==> src/rtl/w5300_bus_arbiter.sv <==
// Round-robin arbiter that serialises register-level requesters onto the single
// W5300 host-bus engine, with a completion pulse per grant and a bus watchdog.
module w5300_bus_arbiter #(
  parameter int          NUM_REQ        = 4,
  parameter logic [15:0] TIMEOUT_CYCLES = 16'd1000
) (
  input  logic                      clk,
  input  logic                      rst_n,
  input  logic [NUM_REQ-1:0]        req,
  input  logic [NUM_REQ-1:0][10:0]  req_addr,
  input  logic [NUM_REQ-1:0][15:0]  req_wr_data,
  output logic [NUM_REQ-1:0]        req_op_state,
  output logic [NUM_REQ-1:0]        req_err,
  output logic [15:0]               req_rd_data,
  output logic [NUM_REQ-1:0]        grant,
  output logic                      busy,
  output logic                      bus_start,
  output logic [10:0]               bus_addr,
  output logic [15:0]               bus_wr_data,
  input  logic                      bus_done,
  input  logic [15:0]               bus_rd_data
);

  localparam int IW = (NUM_REQ > 1) ? $clog2(NUM_REQ) : 1;

  typedef enum logic [1:0] {S_IDLE, S_ISSUE, S_WAIT, S_COMPLETE} state_t;

  state_t               state_q, state_d;
  logic [IW-1:0]        last_q, last_d;
  logic [IW-1:0]        idx_q, idx_d;
  logic [NUM_REQ-1:0]   grant_q, grant_d;
  logic [10:0]          addr_q, addr_d;
  logic [15:0]          wdata_q, wdata_d;
  logic [15:0]          rdata_q, rdata_d;
  logic [15:0]          cnt_q, cnt_d;
  logic                 err_q, err_d;

  logic                 sel_found;
  logic [IW-1:0]        sel_idx;
  int                   cand;
  logic                 timeout_hit;

  // Search upward from the requester after the last owner, wrapping around.
  always_comb begin
    sel_found = 1'b0;
    sel_idx   = '0;
    cand      = 0;
    for (int i = 1; i <= NUM_REQ; i++) begin
      cand = int'(last_q) + i;
      if (cand >= NUM_REQ) cand = cand - NUM_REQ;
      if (!sel_found && req[cand]) begin
        sel_found = 1'b1;
        sel_idx   = IW'(cand);
      end
    end
  end

  assign timeout_hit = (TIMEOUT_CYCLES != 16'd0) && (cnt_q == TIMEOUT_CYCLES - 16'd1);

  always_comb begin
    state_d = state_q;
    last_d  = last_q;
    idx_d   = idx_q;
    grant_d = grant_q;
    addr_d  = addr_q;
    wdata_d = wdata_q;
    rdata_d = rdata_q;
    cnt_d   = cnt_q;
    err_d   = err_q;
    case (state_q)
      S_IDLE: begin
        if (sel_found) begin
          idx_d   = sel_idx;
          addr_d  = req_addr[sel_idx];
          wdata_d = req_wr_data[sel_idx];
          grant_d = NUM_REQ'(1) << sel_idx;
          state_d = S_ISSUE;
        end
      end
      S_ISSUE: begin
        cnt_d   = 16'd0;
        state_d = S_WAIT;
      end
      S_WAIT: begin
        if (bus_done) begin
          rdata_d = bus_rd_data;
          err_d   = 1'b0;
          state_d = S_COMPLETE;
        end else if (timeout_hit) begin
          err_d   = 1'b1;
          state_d = S_COMPLETE;
        end else if (cnt_q != 16'hFFFF) begin
          cnt_d = cnt_q + 16'd1;
        end
      end
      S_COMPLETE: begin
        last_d  = idx_q;
        grant_d = '0;
        state_d = S_IDLE;
      end
      default: state_d = S_IDLE;
    endcase
  end

  always_ff @(posedge clk or negedge rst_n) begin
    if (!rst_n) begin
      state_q <= S_IDLE;
      last_q  <= IW'(NUM_REQ - 1);
      idx_q   <= '0;
      grant_q <= '0;
      addr_q  <= '0;
      wdata_q <= '0;
      rdata_q <= '0;
      cnt_q   <= '0;
      err_q   <= 1'b0;
    end else begin
      state_q <= state_d;
      last_q  <= last_d;
      idx_q   <= idx_d;
      grant_q <= grant_d;
      addr_q  <= addr_d;
      wdata_q <= wdata_d;
      rdata_q <= rdata_d;
      cnt_q   <= cnt_d;
      err_q   <= err_d;
    end
  end

  assign grant        = grant_q;
  assign busy         = (state_q != S_IDLE);
  assign bus_start    = (state_q == S_ISSUE);
  assign bus_addr     = addr_q;
  assign bus_wr_data  = wdata_q;
  assign req_rd_data  = rdata_q;
  // grant still holds the owner during Complete, so it doubles as the pulse mask.
  assign req_op_state = (state_q == S_COMPLETE) ? grant_q : '0;
  assign req_err      = (state_q == S_COMPLETE && err_q) ? grant_q : '0;

endmodule
==> config.mk <==
export PLATFORM = sky130hd
export DESIGN_NAME = w5300_bus_arbiter
export DESIGN_NICKNAME = d
export VERILOG_FILES = /design/src/rtl/w5300_bus_arbiter.sv
export SDC_FILE = /design/constraint.sdc
export NUM_CORES = 1
export LEC_CHECK = 0
export BUFFER_PORTS_ARGS = -buffer_cell sky130_fd_sc_hd__buf_2
export CAP_MARGIN = 20
export CORE_MARGIN = 2
export CORE_UTILIZATION = 50
export DETAILED_ROUTE_END_ITERATION = 7
export PLACE_DENSITY_LB_ADDON = 0.25
export SKIP_LAST_GASP = 1
export SYNTH_ARGS = -nofsm -noshare
export SYNTH_HDL_FRONTEND = slang
export SYNTH_SLANG_ARGS = --single-unit
==> constraint.sdc <==
create_clock -name clk -period 4.32 [get_ports clk]
set_input_delay 0.432 -clock clk [delete_from_list [all_inputs] [get_ports clk]]
set_output_delay 0.432 -clock clk [all_outputs]
set_load 0.005 [all_outputs]
==> impl_metrics.csv <==
group,metric,value,unit
placement,place_congestion,0.8813,
drt,remaining_drc_errors,0,
pwr,finalPower,3.081,mW
die,start_util,50.93,%
global_route,grt_pass1_vias,3625,
cts,clock-root-buffer,"clkbuf_8",
cts,clock_latency,0.34,ns
sta,finalHoldViolations,0,
logic_synthesis,synth_top_family_by_area,"compound AO/OA/AOI/OAI gates",
worst_setup_path,worstSetupPathType,"register to register",
cells_and_area,diodes,0,
worst_setup_path,path_max_fanout,15,
pwr,p_leak,2.479,nW
global_route,antenna_found_initial,0,
pwr,clkPwrFrac,17.0,%
cells_and_area,layout-drive-gt1-share,45.00,%
logic_synthesis,syn_avg_cell_area,9.836,um2
worst_setup_path,arrival,2.97,ns
logic_synthesis,synth_edf_count,0,
sta,tightest_slew,1.050,ns
logic_synthesis,syn_nets,533,
drt,routedWlPerCell,15.74,um
logic_synthesis,netlist_instances,396,
sta,rsz0062_at_grt,"no",
logic_synthesis,async_flop_share,100.0,%
logic_synthesis,netlist_area,0.003895,mm2
logic_synthesis,ys_seq_area_share,45.04,%
pwr,pwr-share-seq,34.8,%
cts,clk_path_buf_depth,2,
die,rows,32,
sta,slew_headroom,29.82,%
run,cap_violations,0,
drt,dr.pass1.iters,4,
logic_synthesis,synth_flop_cell,"dfrtp_1",
die,core_area,0.007647,mm2
cts,cts_tree,"built",
sta,drv_slew,0,
logic_synthesis,synth.distinct_cells,44,
logic_synthesis,muxShareOfSynthArea,12.72,%
placement,io_buffer_count,187,
logic_synthesis,synth_adder_area_share,1.927,%
global_route,grt.total_usage,25.24,%
cells_and_area,fill_cells,648,
pwr,p_sw_share,39.15,%
sta,worst_slack,1.622,ns
die,dieWidth,92.26,um
logic_synthesis,synth-simple-area-share,15.29,%
cts,postCtsResizedCells,0,
cells_and_area,layout_commonest_cell,"buf_2",
pwr,ir_drop,0.0003099,V
worst_setup_path,reg2regPathDepth,8,
logic_synthesis,synth_xor_area_share,2.249,%
pwr,p_int,1.875,mW
status,status,"complete, no violations",
sta,setup_tns,0,ns
cts,cts.clk_slew.worst_paths,0.08,ns
global_route,grt_pass1_wl,17.01,mm
worst_setup_path,startpoint_type,"register",
worst_setup_path,cp-end-kind,"register",
die,die_h,92.26,um
drt,via_per_inst,5.419,
die,die_area,0.008512,mm2
placement,dpl.hpwl,7.902,mm
pwr,combPwrFrac,48.1,%
sta,fin_crit,2.698,ns
cells_and_area,fin_util,66.34,%
pwr,switching_power,1.206,mW
drt,wirelength,10.74,mm
cells_and_area,layout_common_cells,"buf_2, dfrtp_1, nand2_1, a21oi_1, mux2_2",
worst_hold_path,hold_class,"input port to asynchronous set/reset pin",
cts,htree_levels,3,
drt,ant_nets,0,
logic_synthesis,ys_seq_elements,70,
logic_synthesis,ys.warnings.count,0,
global_route,grt_max_degree,71,
die,io_pins,188,
pwr,pwr_density_cell,607.2,mW/mm2
cts,cts_setup_buffers,0,
sta,setup_violations,0,
sta,clock_skew,0.01068,ns
sta,finalCritPeriodShare,62.45,%
placement,preCtsSetupSlack,1.670,ns
worst_setup_path,required,4.59,ns
sta,fmax,370.7,MHz
cts,cts_buffers,9,
cells_and_area,layout.nets,712,
global_route,grt_overflow,0,
logic_synthesis,synth_compound_area_share,17.86,%
drt,dr_total_vias,3696,
cts,cts_sinks,70,
drt,drt_iter0_drc,126,
cts,postCtsHoldBufs,0,
cells_and_area,area_delta_synth_final,30.26,%
==> path summary, 6_finish.rpt <==
check                                                 from                     endpoint  slack (ns)
worst max-delay path                state_q[0]$_DFFE_PN0P_        cnt_q[15]$_DFFE_PN0P_        1.62
worst min-delay path                                 rst_n   req_rd_data[5]$_DFFE_PN0P_        0.21
worst max register to register      state_q[0]$_DFFE_PN0P_        cnt_q[15]$_DFFE_PN0P_        1.62
worst min register to register  req_rd_data[6]$_DFFE_PN0P_   req_rd_data[6]$_DFFE_PN0P_        0.50
max in group asynchronous                            rst_n      bus_addr[8]$_DFFE_PN0P_        3.56
min in group clk                           bus_rd_data[14]  req_rd_data[14]$_DFFE_PN0P_        0.32
==> sequential cells by signal, indices dropped and copies added (netlist names) <==
| name | flops |
|---|---|
| err_q | 1 |
| state_q | 2 |
| grant | 4 |
| idx_q | 2 |
| cnt_q | 16 |
| req_rd_data | 16 |
| bus_addr | 11 |
| last_q | 2 |
| bus_wr_data | 16 |
==> layer usage <==
layer / GRT usage [%] / up-vias / wire [um]
met1: 30.31 / 1777 / 4418
met2: 44.55 / 121 / 5537
met5: 0 / - / 0
met3: 5.834 / 10 / 669
li1: - / 1788 / -
met4: 8.582 / 0 / 112
==> power by group through the flow <==
stage	Combinational (mW)	Clock [mW]	Sequential, mW
4_1_cts	1.49	0.541	1.07
3_3_place_gp	1.43	0	1.07
2_1_floorplan	0.971	0	1.09
5_1_grt	1.63	0.568	1.11
3_5_place_dp	1.48	0	1.08
6_report	1.48	0.525	1.07
==> metrics by stage <==
stage               hold slack (ns)  cells  area [um2]
floorplan                    0.1364    396        3895
global placement             0.4818    665        4861
detailed placement           0.4850    666        4876
CTS                          0.2301    682        5074
global route                 0.2863    682        5074
finish                       0.2123    682        5074
==> critical path, stage by stage, from the launching register on <==
cell and delay, ns:
dfrtp_1 0.39, inv_1 0.10, ha_1 0.33, nor2b_2 0.55
a21o_1 0.16, and2_1 0.43, nand2_8 0.11, or4_1 0.50
nand2_1 0.08
==> synth_stat cells, types with 2 or more instances <==
| library cell | n | area (um2) |
|---|---|---|
| o22ai_1 | 28 | 175.2 |
| inv_1 | 10 | 37.54 |
| o211ai_1 | 2 | 15.01 |
| clkbuf_1 | 12 | 45.04 |
| nor2_1 | 17 | 63.81 |
| nand4_1 | 7 | 43.79 |
| mux2_2 | 34 | 382.9 |
| buf_6 | 5 | 56.30 |
| ha_1 | 6 | 75.07 |
| o21ai_1 | 2 | 10.01 |
| xor2_1 | 8 | 70.07 |
| nand2b_1 | 5 | 31.28 |
| nor4_1 | 2 | 12.51 |
| a21oi_2 | 11 | 96.34 |
| a2bb2oi_1 | 4 | 35.03 |
| and4_1 | 3 | 26.28 |
| buf_2 | 3 | 15.01 |
| dfrtp_1 | 68 | 1702 |
| mux2_1 | 10 | 112.6 |
| or3_1 | 2 | 12.51 |
| nand3_1 | 8 | 40.04 |
| dfstp_2 | 2 | 52.55 |
| and2_1 | 5 | 31.28 |
| nor3_1 | 3 | 15.01 |
| buf_4 | 3 | 22.52 |
| nand2_1 | 48 | 180.2 |
| and3_1 | 9 | 56.30 |
| a21oi_1 | 48 | 240.2 |
| o21ai_0 | 13 | 65.06 |
| xnor2_1 | 2 | 17.52 |
| or4_1 | 3 | 22.52 |
==> final cells by class <==
cell class	instances	area, um2	area share, %
inverter	10	37.54	0.7398
tap	102	127.6	2.515
multi-input combinational	292	1961	38.64
sequential	70	1754	34.57
timing repair buffer	192	996.0	19.63
clock inverter	7	73.82	1.455
clock buffer	9	123.9	2.441
==> cell families after synthesis <==
family / Yosys count
multiplexers: 44
buffers and inverters: 34
AO/OA/AOI/OAI: 115
flip-flops: 70
XOR/XNOR: 10
AND/OR/NAND/NOR: 117
adder cells (fa/ha/maj): 6
No activity file was read; power rests on OpenSTA's default activity.
